<file path="src/rtl/seg7_scan_driver.sv">
// Eight-digit multiplexed seven-segment driver for the 32-bit display word, with frame-boundary commit.
// Optional build macro SEG7_ZERO_BLANK_EN: blank leading-zero digits (digit 0 and DP-lit digits always shown).
//
// state  | meaning
// S_DIG0 | digit 0 (data[3:0], rightmost) selected
// S_DIG1 | digit 1 selected
// S_DIG2 | digit 2 selected
// S_DIG3 | digit 3 selected
// S_DIG4 | digit 4 selected
// S_DIG5 | digit 5 selected
// S_DIG6 | digit 6 selected
// S_DIG7 | digit 7 selected; leaving it is the frame commit point
module seg7_scan_driver #(
  parameter int SCAN_DIV       = 100000,
  parameter bit SEG_ACTIVE_LOW = 1'b1,
  parameter bit AN_ACTIVE_LOW  = 1'b1
) (
  input  logic        Clock,
  input  logic        Reset,
  input  logic        load,
  input  logic [31:0] data,
  input  logic [7:0]  dp,
  input  logic        enable,
  output logic [7:0]  digitalLocation,
  output logic [7:0]  digitalStates,
  output logic        scan_tick,
  output logic        frame_sync
);

  localparam int              DW      = (SCAN_DIV > 2) ? $clog2(SCAN_DIV) : 1;
  localparam logic [DW-1:0]   DIV_TC  = DW'(SCAN_DIV - 1);
  localparam logic [7:0]      AN_OFF  = AN_ACTIVE_LOW  ? 8'hFF : 8'h00;
  localparam logic [7:0]      SEG_OFF = SEG_ACTIVE_LOW ? 8'hFF : 8'h00;

  typedef enum logic [2:0] {
    S_DIG0, S_DIG1, S_DIG2, S_DIG3, S_DIG4, S_DIG5, S_DIG6, S_DIG7
  } scan_state_e;

  scan_state_e   state, state_nxt;
  logic [2:0]    dig_idx;
  logic [DW-1:0] div_cnt;
  logic          adv, wrap;

  logic [31:0]   shadow, disp;
  logic [7:0]    shadow_dp, disp_dp;
  logic          pending;

  logic [31:0]   disp_sh;
  logic [7:0]    seg_raw, seg_nxt, loc_raw, loc_nxt;

  function automatic logic [6:0] hex7(input logic [3:0] nib);
    logic [6:0] s;
    case (nib)
      4'h0: s = 7'h3F;
      4'h1: s = 7'h06;
      4'h2: s = 7'h5B;
      4'h3: s = 7'h4F;
      4'h4: s = 7'h66;
      4'h5: s = 7'h6D;
      4'h6: s = 7'h7D;
      4'h7: s = 7'h07;
      4'h8: s = 7'h7F;
      4'h9: s = 7'h6F;
      4'hA: s = 7'h77;
      4'hB: s = 7'h7C;
      4'hC: s = 7'h39;
      4'hD: s = 7'h5E;
      4'hE: s = 7'h79;
      default: s = 7'h71;
    endcase
    return s;
  endfunction

  assign dig_idx = state;
  assign adv     = (div_cnt == DIV_TC);
  assign wrap    = adv && (state == S_DIG7);

  always_ff @(posedge Clock or posedge Reset) begin
    if (Reset) begin
      div_cnt <= '0;
    end else if (adv) begin
      div_cnt <= '0;
    end else begin
      div_cnt <= div_cnt + 1'b1;
    end
  end

  always_ff @(posedge Clock or posedge Reset) begin
    if (Reset) begin
      state <= S_DIG0;
    end else begin
      state <= state_nxt;
    end
  end

  always_comb begin
    state_nxt = state;
    if (adv) begin
      state_nxt = scan_state_e'(dig_idx + 3'd1);
    end
  end

  // A load landing on the wrap cycle bypasses the shadow so it is not held a whole extra frame.
  always_ff @(posedge Clock or posedge Reset) begin
    if (Reset) begin
      shadow    <= '0;
      shadow_dp <= '0;
      pending   <= 1'b0;
      disp      <= '0;
      disp_dp   <= '0;
    end else begin
      if (load) begin
        shadow    <= data;
        shadow_dp <= dp;
      end
      if (wrap) begin
        pending <= 1'b0;
        if (load) begin
          disp    <= data;
          disp_dp <= dp;
        end else if (pending) begin
          disp    <= shadow;
          disp_dp <= shadow_dp;
        end
      end else if (load) begin
        pending <= 1'b1;
      end
    end
  end

  assign disp_sh = disp >> {dig_idx, 2'b00};

  always_comb begin
    seg_raw = {disp_dp[dig_idx], hex7(disp_sh[3:0])};
`ifdef SEG7_ZERO_BLANK_EN
    if ((dig_idx != 3'd0) && (disp_sh == 32'd0) && !disp_dp[dig_idx]) begin
      seg_raw = 8'h00;
    end
`endif
    loc_raw = 8'h01 << dig_idx;
    seg_nxt = SEG_ACTIVE_LOW ? ~seg_raw : seg_raw;
    loc_nxt = AN_ACTIVE_LOW  ? ~loc_raw : loc_raw;
    if (!enable) begin
      seg_nxt = SEG_OFF;
      loc_nxt = AN_OFF;
    end
  end

  always_ff @(posedge Clock or posedge Reset) begin
    if (Reset) begin
      digitalLocation <= AN_OFF;
      digitalStates   <= SEG_OFF;
      scan_tick       <= 1'b0;
      frame_sync      <= 1'b0;
    end else begin
      digitalLocation <= loc_nxt;
      digitalStates   <= seg_nxt;
      scan_tick       <= adv;
      frame_sync      <= wrap;
    end
  end

endmodule

</file>
<file path="config.mk">
export PLATFORM = sky130hd
export DESIGN_NAME = seg7_scan_driver
export DESIGN_NICKNAME = d
export VERILOG_FILES = /design/src/rtl/seg7_scan_driver.sv
export SDC_FILE = /design/constraint.sdc
export NUM_CORES = 1
export LEC_CHECK = 0
export ABC_CLOCK_PERIOD_IN_PS = 4200
export BUFFER_PORTS_ARGS = -buffer_cell sky130_fd_sc_hd__buf_2
export CORE_ASPECT_RATIO = 1.4
export CORE_UTILIZATION = 30
export CTS_CLUSTER_DIAMETER = 40
export DETAILED_ROUTE_END_ITERATION = 10
export GPL_TIMING_DRIVEN = 0
export HOLD_SLACK_MARGIN = 0.15
export PLACE_DENSITY = 0.47
export SYNTH_ARGS = -nofsm -noshare
export SYNTH_HDL_FRONTEND = slang
export SYNTH_SLANG_ARGS = --single-unit
</file>
<file path="constraint.sdc">
create_clock -name Clock -period 4.2 [get_ports Clock]
set_input_delay 0.21 -clock Clock [delete_from_list [all_inputs] [get_ports Clock]]
set_output_delay 0.21 -clock Clock [all_outputs]
set_load 0.1 [all_outputs]
</file>
Word-level counts from Yosys, hierarchy flattened
Memories as Yosys holds them, arrays and structs flattened.
Index checks and enable logic that the tools add are counted.
- flip-flop bits (word level): 119
- ROM bits: 112
- bits of input ports: 44
- output and inout bits: 18
- logic and storage cells: 36
- memories kept: 1
- memories (name ; depth ; bits a word ; read ports ; clocked after Yosys merged registers in ; wr ports ; line ; RTL):
    (no name shown) ; 16 ; 7 ; 1 ; 0 ; 0 ; 53 ; case (nib)
- add/sub/neg operators: 2
- order comparisons: 1
- equality and inequality tests: 2
- shift operators: 2
- muxes and demuxes: 11
- bitwise operators: 2
- reduce and logical (&&, ||, !) cells: 4
- operators with widths (operator ; number):
    32-bit 2-to-1 mux ; 2
    8-bit 2-to-1 mux ; 4
    32-bit by 5-bit >> shifter with 4-bit output ; 1
    17-bit by 1-bit adder with 17-bit output (second input constant) ; 1
    17-bit equality test (second input constant) ; 1
    17-bit 2-to-1 mux ; 1
    8-bit inverter ; 2
    1-bit by 3-bit << shifter with 8-bit output (first input constant) ; 1
    3-bit by 4-bit less-than comparator with 1-bit output (second input constant) ; 1
    2-bit nonzero test ; 2
    3-bit by 1-bit adder with 3-bit output (second input constant) ; 1
    1-bit binary-select mux with 3-bit select ; 1
    3-bit equality test (second input constant) ; 1
    1-bit 2-to-1 mux ; 3
    2-bit AND reduction ; 1
    1-bit logical AND ; 1

Longest topological paths before layout
- word-level depth: 4
- depth in mapped cells: 8
- mapped depth without buffers: 6

Worst setup path after synthesis
OpenSTA, ideal clock, no wires.
- path kind: register to register
- from: reg div_cnt[12]
- to: reg disp[20]
- setup time: 125 ps
- arrival: 2328 ps
- data required time: 4075 ps
- slack: 1747 ps
- cell stages (with the launch flop): 6
- path buffers: 1
- period minus slack after synthesis: 2453 ps
- path through: dfrtp_1 or4b_1 or4_4 nor4b_4 buf_6 mux2_4
- longest elaborated chain between the ends: 3
- ends and longest elaborated chain (item ; line ; RTL):
    from (decl) ; 41 ; logic [DW-1:0] div_cnt;
    from (signal assigned) ; 84 ; div_cnt <= div_cnt + 1'b1;
    17-bit equality test ; 75 ; assign adv = (div_cnt == DIV_TC);
    1-bit logical AND ; 76 ; assign wrap = adv && (state == S_DIG7);
    2-bit AND reduction (no line) ; - ;
    to (signal assigned) ; 119 ; disp <= data;
    to (signal assigned) ; 122 ; disp <= shadow;
    to (decl) ; 44 ; logic [31:0] shadow, disp;
No other way between the ends.
A chain may end at the register's enable or synchronous reset.

Final worst setup path
- from: reg state[0] (netlist: dig_idx[0])
- to: reg digitalStates[2]
- longest elaborated chain between the ends: 4
- ends and longest elaborated chain (item ; line ; RTL):
    from (decl) ; 39 ; scan_state_e state, state_nxt;
    from (signal assigned) ; 92 ; state <= state_nxt;
    32-bit by 5-bit >> shifter with 4-bit output ; 131 ; assign disp_sh = disp >> {dig_idx, 2'b00};
    memory 16 x 7 bit ; - ;
    8-bit inverter ; 141 ; seg_nxt = SEG_ACTIVE_LOW ? ~seg_raw : seg_raw;
    8-bit 2-to-1 mux ; 143 ; if (!enable) begin
    net seg_nxt[2] ; 49 ; logic [7:0] seg_raw, seg_nxt, loc_raw, loc_nxt;
    to (signal assigned) ; 157 ; digitalStates <= seg_nxt;
    to (decl) ; 25 ; output logic [7:0] digitalStates,
The timed path passes the listed nets, and every way through them passes these cells.

==> flow_summary.toml <==
[status]
outcome = "complete, no violations"

[cells_and_area]
multiInputGateArea_um2 = 2020
area_delta_synth_final_pct = 31.2
n_fill_cell = 1616
finalNonFillerCells = 690
stdcell_area_um2 = 6780
layout_commonest_cell = "dfrtp_1"
final_util = 0.403
seq_area_um2 = 3000
layout-drive-gt1-share = 0.423
nNetsFinal = 532
diodes = 0
mostFrequentLayoutCells = "103 x dfrtp_1, 71 x mux2_2, 61 x buf_2"

[clock_tree]
tritoncts = "yes"
cts.sinks = 119
clock_tree.buffer_depth = 2
root_buffer = "clkbuf_16"
post_cts_buffers = 0
cts_max_level = 4
clock_latency_ns = 0.40
cts_made_buffers = 17
clkSlewWorstSetupHoldPaths_ns = 0.05

[logic_synthesis]
syn_area_um2 = 5160
ys_ff_latch = 119
syn_nets = 411
ys_seq_area_frac = 0.580
ys.flop_type = "dfrtp_1"
synth_cells = 354
async_reset_ff_frac = 1.00
synth_edf_count = 0
ys_types = 39
yosysWarnings = 0
avgSynthCellArea_um2 = 14.6

[sta]
slew_viol_final = 0
finalHoldViolCount = 0
max_freq_mhz = 337
layout_setup_ws_ns = 1.23
clock_skew_ns = 0.0134
tns_ns = 0
fin_crit_sh = 0.706
grt_setup_unrepaired = "false"
fin_hold_ws_ns = 0.219
setup_viol = 0
worst-slew-pin-transition_ns = 0.710
period_needed_ns = 2.97
maxSlewHeadroom = 0.527

[grt]
grt_use_met1 = 0.156
grt_use_total = 0.133
grt_max_degree = 88
grt.busiest_layer = "met2"
first_global_vias = 3473
grt_util_met2 = 0.233
antenna_found_initial = 0
overflow = 0
grtUsageMet3 = 0.0323
grt_first_pass_wirelength_um = 17800

[placed_design]
dp_hpwl_um = 7380
port_buffers = 60
place_area_um2 = 5750
dp.cells = 618
place_ws_ns = 1.15
place_congestion = 0.742

[worst_setup_path]
slowest_delay_ns = 0.57
required_ns = 4.46
crit_path_start_kind = "register"
cp_slowest_cell = "mux4_2"
critical_path.top_delay_family = "multiplexers"
end_kind = "register"
crit_type = "register to register"
cp_cell_sequence = "clkbuf_1 > buf_4 > mux4_2 > mux2i_1 > inv_1 > ha_1 > o311ai_0"
crit_arrival_ns = 3.23
cp_max_fo = 10
crit_buf_inv = 3

[routing]
route.detailed.drc = 0
first_iter_violations = 68
wl_um = 10400
dr.pass1.iters = 4
avgViaCountPerCell = 4.59
drtAntennaViolNets = 0
route.detailed.wl_per_inst_um = 15.1
vias = 3165

[min_path]
hold_class = "input port to register"

[power]
ir_worst_vdd_uv = 195
powerDensity_nw_per_um2 = 424
finalPower_mw = 2.87
power_leakage_nw = 3.10

[job]
cap_viol_max_count = 0

[floorplanning]
fp.coreArea_um2 = 16800
initial_core_util = 0.307
io_pins = 62
die_area_um2 = 17800
rows = 56
die_height_um = 157
die_x_um = 113
-- report_power, final --
group / switching, mW / internal [mW] / total, mW
Sequential: 0.00948 / 1.19 / 1.20
Clock: 0.475 / 1.02 / 1.49
Combinational: 0.0946 / 0.0827 / 0.177
Total: 0.579 / 2.29 / 2.87
-- routing by layer --
metal,routed length (um),up-vias
li1,-,1492
met1,4530,1609
met2,5500,57
met3,273,7
met4,94,0
met5,0,-
-- kinds of logic (layout without fill, tap and decap cells) --
logic type	after synthesis	after routing	share of synthesized area
AND/OR/NAND/NOR	61	61	0.0654
buffers and inverters	28	161	0.0279
AO/OA/AOI/OAI	14	14	0.0189
flip-flops	119	119	0.580
adder cells (fa/ha/maj)	13	13	0.0315
multiplexers	105	105	0.252
XOR/XNOR	14	14	0.0237
-- worst paths after layout --
check,start,endpoint,slack (ns),depth (start not counted)
setup / recovery,dig_idx[0],digitalStates[2],1.23,7
hold / removal,enable,digitalStates[4],0.22,3
setup reg to reg,dig_idx[0],digitalStates[2],1.23,7
hold reg to reg,div_cnt[13],div_cnt[13],0.49,1
max in group asynchronous,Reset,digitalStates[2],3.08,4
min in group asynchronous,Reset,div_cnt[13],0.34,3
-- cell usage after synthesis, types with 3 or more instances --
master,number,area [um2]
dfstp_2,16,420
buf_1,3,11.3
clkbuf_1,9,33.8
xnor2_1,6,52.6
nand4_1,5,31.3
nor2_1,12,45.0
nor2b_1,3,18.8
nand3_1,8,40.0
inv_1,9,33.8
ha_1,13,163
nand2_1,17,63.8
mux2_2,71,800
mux4_2,9,203
buf_6,4,45.0
a21oi_1,3,15.0
mux2i_1,15,150
mux2_4,10,150
xor2_1,8,70.1
dfrtp_1,103,2580
-- area by class of cell --
class / count / area share
well taps: 203 / 0.0375
clock buffers: 22 / 0.0685
inverters: 9 / 0.00572
multi-input cells: 207 / 0.299
clock inverters: 9 / 0.0220
flip-flops and latches: 119 / 0.442
plain buffers: 19 / 0.0163
repair buffers: 102 / 0.109
-- registers in the layout (all words and copies together) (netlist names) --
register / count
disp: 32
shadow: 32
div_cnt: 17
digitalLocation: 8
digitalStates: 8
disp_dp: 8
shadow_dp: 8
dig_idx: 3
frame_sync: 1
pending: 1
scan_tick: 1
-- worst min-delay path: cells and delay by family --
family	cells	cell delay, ns
AOI/OAI and AO/OA	1	0.13
buffers and inverters	2	0.24
-- repair_timing --
action | CTS | global route
gates resized for setup | 0 | 0
hold buffers | 41 | 0
hold endpoints to repair | 72 | 0
Power figures use the tool's default switching activity.
